==> src/rtl/raw_hazard_unit.sv <==
// Read-after-write hazard detector between ID and EX: tracks destination registers of
// in-flight instructions and stalls ID (inserting an EX bubble) while a source is pending.
module raw_hazard_unit #(
    parameter int DEPTH     = 3,
    parameter bit RF_BYPASS = 1'b1,
    parameter int CNT_W     = 16
) (
    input  logic             clk,
    input  logic             rst,
    input  logic             id_valid,
    input  logic [2:0]       id_rs,
    input  logic             id_rs_used,
    input  logic [2:0]       id_rt,
    input  logic             id_rt_used,
    input  logic [2:0]       id_rd,
    input  logic             id_wr_en,
    input  logic             stall_ext,
    input  logic             flush,
    output logic             issue,
    output logic             stall,
    output logic             hazard_rs,
    output logic             hazard_rt,
    output logic [CNT_W-1:0] stall_count
);

    // The write-back slot is covered by the register file forwarding when RF_BYPASS is set.
    localparam int NCHK = RF_BYPASS ? (DEPTH - 1) : DEPTH;

    logic [DEPTH-1:0] slot_v_r;
    logic [2:0]       slot_rd_r [DEPTH];
    logic [CNT_W-1:0] stall_count_r;

    logic match_rs_s;
    logic match_rt_s;
    logic hazard_s;
    logic issue_s;

    function automatic logic slot_match(input logic v, input logic [2:0] rd, input logic [2:0] x);
        return v && (rd == x);
    endfunction

    // Compare both sources against every checked valid slot.
    always_comb begin
        match_rs_s = 1'b0;
        match_rt_s = 1'b0;
        for (int s = 0; s < DEPTH; s++) begin
            match_rs_s = match_rs_s | ((s < NCHK) && slot_match(slot_v_r[s], slot_rd_r[s], id_rs));
            match_rt_s = match_rt_s | ((s < NCHK) && slot_match(slot_v_r[s], slot_rd_r[s], id_rt));
        end
    end

    // Hazard, stall and issue decisions are combinational so ID sees them in the same cycle.
    always_comb begin
        hazard_rs = id_valid & id_rs_used & match_rs_s;
        hazard_rt = id_valid & id_rt_used & match_rt_s;
        hazard_s  = hazard_rs | hazard_rt;
        stall     = (hazard_s | stall_ext) & ~flush;
        issue_s   = id_valid & ~hazard_s & ~stall_ext & ~flush;
        issue     = issue_s;
    end

    // Scoreboard shift: flush advances once with a cleared slot0, stall_ext freezes the pipe.
    always_ff @(posedge clk or posedge rst) begin
        if (rst) begin
            slot_v_r <= {DEPTH{1'b0}};
            for (int s = 0; s < DEPTH; s++) begin
                slot_rd_r[s] <= 3'b000;
            end
        end else if (flush) begin
            for (int s = 1; s < DEPTH; s++) begin
                slot_v_r[s]  <= slot_v_r[s-1];
                slot_rd_r[s] <= slot_rd_r[s-1];
            end
            slot_v_r[0]  <= 1'b0;
            slot_rd_r[0] <= 3'b000;
        end else if (!stall_ext) begin
            for (int s = 1; s < DEPTH; s++) begin
                slot_v_r[s]  <= slot_v_r[s-1];
                slot_rd_r[s] <= slot_rd_r[s-1];
            end
            slot_v_r[0]  <= issue_s & id_wr_en;
            slot_rd_r[0] <= issue_s ? id_rd : 3'b000;
        end
    end

    // Saturating count of cycles lost to RAW hazards.
    always_ff @(posedge clk or posedge rst) begin
        if (rst) begin
            stall_count_r <= {CNT_W{1'b0}};
        end else if (hazard_s && !stall_ext && !flush && (stall_count_r != {CNT_W{1'b1}})) begin
            stall_count_r <= stall_count_r + CNT_W'(1);
        end
    end

    assign stall_count = stall_count_r;

endmodule

==> config.mk <==
export PLATFORM = sky130hd
export DESIGN_NAME = raw_hazard_unit
export DESIGN_NICKNAME = d
export VERILOG_FILES = /design/src/rtl/raw_hazard_unit.sv
export SDC_FILE = /design/constraint.sdc
export NUM_CORES = 1
export LEC_CHECK = 0
export BUFFER_PORTS_ARGS = -buffer_cell sky130_fd_sc_hd__buf_2
export CAP_MARGIN = 25
export CORE_MARGIN = 3
export CORE_UTILIZATION = 51
export DETAILED_ROUTE_END_ITERATION = 8
export MAX_ROUTING_LAYER = met4
export PLACE_DENSITY_LB_ADDON = 0.2
export SLEW_MARGIN = 30
export SYNTH_ARGS = -nofsm -noshare
export SYNTH_HDL_FRONTEND = slang
export SYNTH_SLANG_ARGS = --single-unit
==> constraint.sdc <==
create_clock -name clk -period 2.4 [get_ports clk]
set_input_delay 0.36 -clock clk [delete_from_list [all_inputs] [get_ports clk]]
set_output_delay 0.36 -clock clk [all_outputs]
set_load 0.01 [all_outputs]
==> results by group, run 1 <==
Status
  – Outcome: finished clean

Synthesis
  – Cells after synthesis: 109
  – Share of the synthesized area in the top cell type: 0.463
  – Most common cell in the netlist: xnor2_1
  – Ys flop type: dfrtp_1
  – Register bit total from synthesis: 24
  – Post-synth EDFFs: 0
  – Largest cells by area after synthesis: dfrtp_1 (46%), xnor2_1 (18%), o2111ai_1 (5.4%)
  – Synth area leader: dfrtp_1
  – Synthesized area per cell: 11.9 um^2
  – Synth warnings: 0
  – Synth async-reset ratio: 1.00
  – Synth Cell Area: 1300 um^2
  – Mapped Nets: 127
  – Synth cell count leaders: xnor2_1 (27), dfrtp_1 (24), o2111ai_1 (8)
  – Register area share after synthesis: 0.463
  – Distinct cells, synth: 24

Placed design
  – PortBufs: 36
  – DP Worst Slack: 0.265 ns
  – Placed cells: 172
  – Global placer's final weighted congestion: 0.801
  – Hpwl dp: 2070 um

Clock tree
  – Cts bufs inserted: 3
  – Clock Sink Count: 24
  – CTS tree: done
  – Post_cts resized: 0
  – Setup repair bufs after CTS: 0
  – Post-CTS Hold Buffers: 0
  – Clock Tree Root: clkbuf_4
  – Worst-path clk slew: 0.14 ns
  – Clock Path Buffers: 2
  – Skew-Pair Late Insertion Delay: 0.32 ns
  – H-tree levels: 1

Route
  – Vias/cell: 5.76
  – DR top layer: met4
  – DRC: 0
  – Post-DR wirelength/cell: 15.4 um
  – First-pass DRT Iterations: 4
  – 1st-iter DRT viols: 13
  – Routed length on met1: 1270 um
  – Wire length on met3: 94 um
  – Vias: 1013
  – Remaining antenna violation count: 0
  – WL final: 2720 um
  – Met2 Wirelength: 1330 um

GRT
  – GRT Total Usage: 0.187
  – Grt ovf: 0
  – Largest net degree at the start of global routing: 25
  – Global-route wire length before repair: 4660 um
  – Antenna violations before repair: 0
  – Vias in the first global route: 1016

Setup path
  – Crit path DAT: 1.85 ns
  – CP startpoint kind: register
  – Max Fanout on Critical Path: 18
  – CP Capture Type: output pin
  – WS Path Type: reg -> out
  – Critical Path RT: 2.04 ns

Floorplanning
  – Std-Cell Rows: 17
  – Initial Util: 0.559
  – Io pins: 37
  – Die Width: 56.4 um
  – Die height: 56.4 um
  – Core Box Area: 2320 um^2
  – Die area: 3180 um^2

STA
  – Setup TNS: 0 ns
  – Max-Slew Margin vs Limit: 0.446
  – Final hold violation count: 0
  – Final period util: 0.919
  – Final worst slack: 0.195 ns
  – Worst Max-Slew Pin Slew: 0.825 ns
  – RSZ-0062 raised after global routing: false
  – Max Fclk: 453 MHz
  – Final worst path period need: 2.21 ns
  – Post-Route Skew: 0.0102 ns
  – Slew Limit Fails: 0
  – Setup-failing EPs final: 0

Pwr
  – Static Leak: 0.755 nW
  – Tot Pwr: 0.794 mW
  – Max VDD drop: 0.000491 V
  – Power per cell area: 509 nW/um^2

Cells and area
  – Nets: 167
  – Area growth, synth to finish: 20.5%
  – Fin util: 0.674
  – Layout cells sized above 1: 0.338
  – Layout Cells excl Fill: 176
  – ANT cells: 0

Worst hold path
  – Worst Hold Class: in -> async

Flow run
  – Maxcap violations: 0
-- worst max-delay path: stages (launching register included) --
cell and delay [ns]:
dfrtp_1 0.46, xnor2_1 0.16, nand4_1 0.11, a21oi_2 0.06, buf_4 0.19, nor3_2 0.34
buf_2 0.20
-- cell families after synthesis --
kind of cell / share of synthesized area
compound gates: 0.156
xor+xnor: 0.182
fa+ha+maj: 0.00965
buf+inv: 0.0222
flops: 0.463
mux: 0.0434
simple gates: 0.123
-- flip-flops by register name (all words and copies together) (netlist names) --
signal	count
stall_count	16
slot_v_r	2
slot_rd_r	6
-- power by group --
group	total, mW	switching, mW	internal [mW]
clock network	0.292	0.123	0.169
logic	0.0776	0.0406	0.0370
registers	0.425	0.0115	0.413
-- layout by cell type (no fill, tap or decap), types with 2 or more instances in the layout --
master,netlist,layout
a21oi_2,2,2
a22o_1,4,4
and2_1,3,3
and3_1,7,7
and4_4,2,2
buf_2,2,36
buf_4,0,3
clkbuf_4,0,3
dfrtp_1,24,24
mux2_1,5,5
nand2_1,3,3
nand4_1,4,4
nor2_1,2,2
o2111ai_1,8,8
o211ai_1,6,6
xnor2_1,27,27
-- per-stage QoR --
step / hold slack [ns] / area [um^2]
3_3_place_gp: 0.475 / 1510
4_1_cts: 0.233 / 1560
2_1_floorplan: 0.375 / 1300
6_report: 0.0747 / 1560
5_1_grt: 0.111 / 1560
3_5_place_dp: 0.483 / 1510
-- layer usage --
metal  vias up  GRT usage
li1        485          -
met1       503      0.256
met2        21      0.279
met3         4     0.0230
met4         0     0.0814
met5         -          -
-- area by class of cell --
type,count,area (um^2)
Clock buffer,3,22.5
Clock inverter,1,30.0
Fill cell,204,757
Inverter,1,3.75
Multi-Input combinational cell,80,667
Sequential cell,24,601
Tap cell,28,35.0
Timing Repair Buffer,39,203
-- final timing paths --
path | cells after the start | slack (ns) | start | end
min in group clk | 2 | 0.24 | id_wr_en | slot_v_r[0]
max | 6 | 0.19 | slot_rd_r[8] | issue
min reg2reg | 1 | 0.49 | stall_count[11] | stall_count[11]
max reg2reg | 7 | 0.24 | stall_count[0] | stall_count[1]
min | 2 | 0.07 | rst | slot_rd_r[7]
max in group asynchronous | 2 | 1.93 | rst | stall_count[8]
(Power assumes the default switching activity.)
==> run 2, diff against run 1 <==
- CORE_UTILIZATION: 51 -> 45
==> run 2 against run 1 <==
Non-clock buffer count is the same. Power shrank 11%. Cell count grew 1.1%. Count of clock-buffer cells in the layout grew 1. Critical path depth grew 1. First-iteration DRC count grew to 3.0 times the previous value. Cell area shrank 0.88%. Sequential share of layout area grew 0.34 points. Critical path type unchanged. Largest cell class unchanged. Highest routed layer unchanged.
==> results by group, run 2 (synthesis gave the netlist of run 1 again) <==
Cells and area
  – Area growth, synth to finish: 19.4%
  – Max reg flops: 16
  – Nets: 167
  – Fin util: 0.592
  – ANT cells: 0
  – Commonest non-fill, non-tap cell in the layout: buf_2
  – Layout cells sized above 1: 0.338
  – Leading cell types in the layout, fill and taps excluded: buf_2 (36), xnor2_1 (27), dfrtp_1 (24)
  – Final instance area: 1550 um^2

STA
  – Setup TNS: 0 ns
  – Max Fclk: 463 MHz
  – Final worst path period need: 2.16 ns
  – Max-Slew Margin vs Limit: 0.434
  – Setup-failing EPs final: 0
  – Final hold violation count: 0
  – Post-Route Skew: 0.00195 ns
  – Final period util: 0.900
  – Slew Limit Fails: 0
  – RSZ-0062 raised after global routing: false
  – Worst Max-Slew Pin Slew: 0.844 ns

Pwr
  – Max VDD drop: 0.000281 V
  – Power per cell area: 454 nW/um^2
  – Clk pwr share: 0.287
  – Static Leak: 0.748 nW
  – Switching portion of total power: 0.228
  – Internal: 0.543 mW
  – Comb pwr share: 0.109
  – Seq pwr share: 0.603
  – NetSw: 0.160 mW

Setup path
  – WS Path Type: reg -> out
  – WP buf/inv: 2
  – Delay-heaviest family, CP: flip-flops
  – Max Fanout on Critical Path: 17
  – Stages on the worst setup path: 7
  – Crit path DAT: 1.80 ns
  – Slowest-stage cell, CP: dfrtp_1
  – CP startpoint kind: register
  – R2R cell count: 7
  – CP Capture Type: output pin
  – Critical Path RT: 2.04 ns
  – Largest stage delay on the critical path: 0.45 ns
  – Crit-path cells: xnor2_1 -> nand4_1 -> a21oi_2 -> buf_4 -> nor3_1 -> nor2_1 -> buf_2

Flow run
  – Maxcap violations: 0

Placed design
  – Area post-placement: 1510 um^2
  – Global placer's final weighted congestion: 0.821
  – Hpwl dp: 2030 um
  – PortBufs: 36

GRT
  – Grt ovf: 0
  – GRT Total Usage: 0.168
  – Antenna violations before repair: 0
  – Vias in the first global route: 988
  – Global-route wire length before repair: 4430 um
  – Largest net degree at the start of global routing: 25

Clock tree
  – Clock Path Buffers: 2
  – Post-CTS Hold Buffers: 0
  – CTS tree: done
  – Setup repair bufs after CTS: 0
  – H-tree levels: 1
  – Clock Sink Count: 24
  – Cts bufs inserted: 3
  – Post_cts resized: 0
  – Skew-Pair Late Insertion Delay: 0.30 ns
  – Clock Tree Root: clkbuf_4
  – Worst-path clk slew: 0.12 ns

Floorplanning
  – Io pins: 37
  – Initial Util: 0.496
  – Core Box Area: 2610 um^2
  – Std-Cell Rows: 18
  – Die area: 3560 um^2
  – Die Width: 59.7 um
  – Die height: 59.7 um

Route
  – Vias/cell: 5.69
  – Post-DR wirelength/cell: 14.8 um
  – 1st-iter DRT viols: 39
  – First-pass DRT Iterations: 4
  – WL final: 2630 um
  – Vias: 1013
  – Remaining antenna violation count: 0
  – DRC: 0

Status
  – Outcome: finished clean

Worst hold path
  – Worst Hold Class: in -> async
## run 2: changes by cell type in the layout (fill, tap and decap cells not counted)
cell and delta:
bufinv_16 -1, clkbuf_8 +1
## run 2: power by group through the flow
stage	clock [mW]	combinational [mW]	sequential, mW
after floorplan	0	0.0458	0.431
after global placement	0	0.0760	0.431
after detailed placement	0	0.0779	0.432
after CTS	0.214	0.0782	0.424
after global routing	0.231	0.0865	0.426
final	0.202	0.0769	0.424
## run 2: final timing paths
| path | from | endpoint | slack, ns |
|---|---|---|---|
| worst min-delay path | rst | stall_count[2] | 0.10 |
| worst min register to register | stall_count[6] | stall_count[6] | 0.50 |
| max in group asynchronous | rst | stall_count[14] | 1.91 |
| worst max register to register | stall_count[0] | stall_count[1] | 0.29 |
| worst max-delay path | slot_rd_r[6] | stall | 0.24 |
| min in group clk | id_wr_en | slot_v_r[0] | 0.27 |
## run 2: layout make-up
type	instances	area [um^2]
Tap cell	30	37.5
Multi-Input combinational cell	80	667
Timing Repair Buffer	39	203
Fill cell	235	1060
Clock buffer	4	36.3
Sequential cell	24	601
Inverter	1	3.75
## run 2: through the flow
| stage | worst slack [ns] | instances | total power [mW] | hold slack, ns |
|---|---|---|---|---|
| after detailed placement | 0.308 | 174 | 0.510 | 0.480 |
| after global placement | 0.382 | 174 | 0.507 | 0.476 |
| final | 0.239 | 178 | 0.703 | 0.101 |
| after CTS | 0.212 | 178 | 0.717 | 0.248 |
| after global routing | 0.0597 | 178 | 0.743 | 0.125 |
| after floorplan | 0.417 | 109 | 0.477 | 0.375 |
## run 2: layer usage
layer,track usage,share of wire,up-vias
met5,-,0,-
met4,0.0665,0.0061,0
met3,0.0216,0.052,2
met2,0.279,0.49,29
met1,0.206,0.45,497
li1,-,-,485
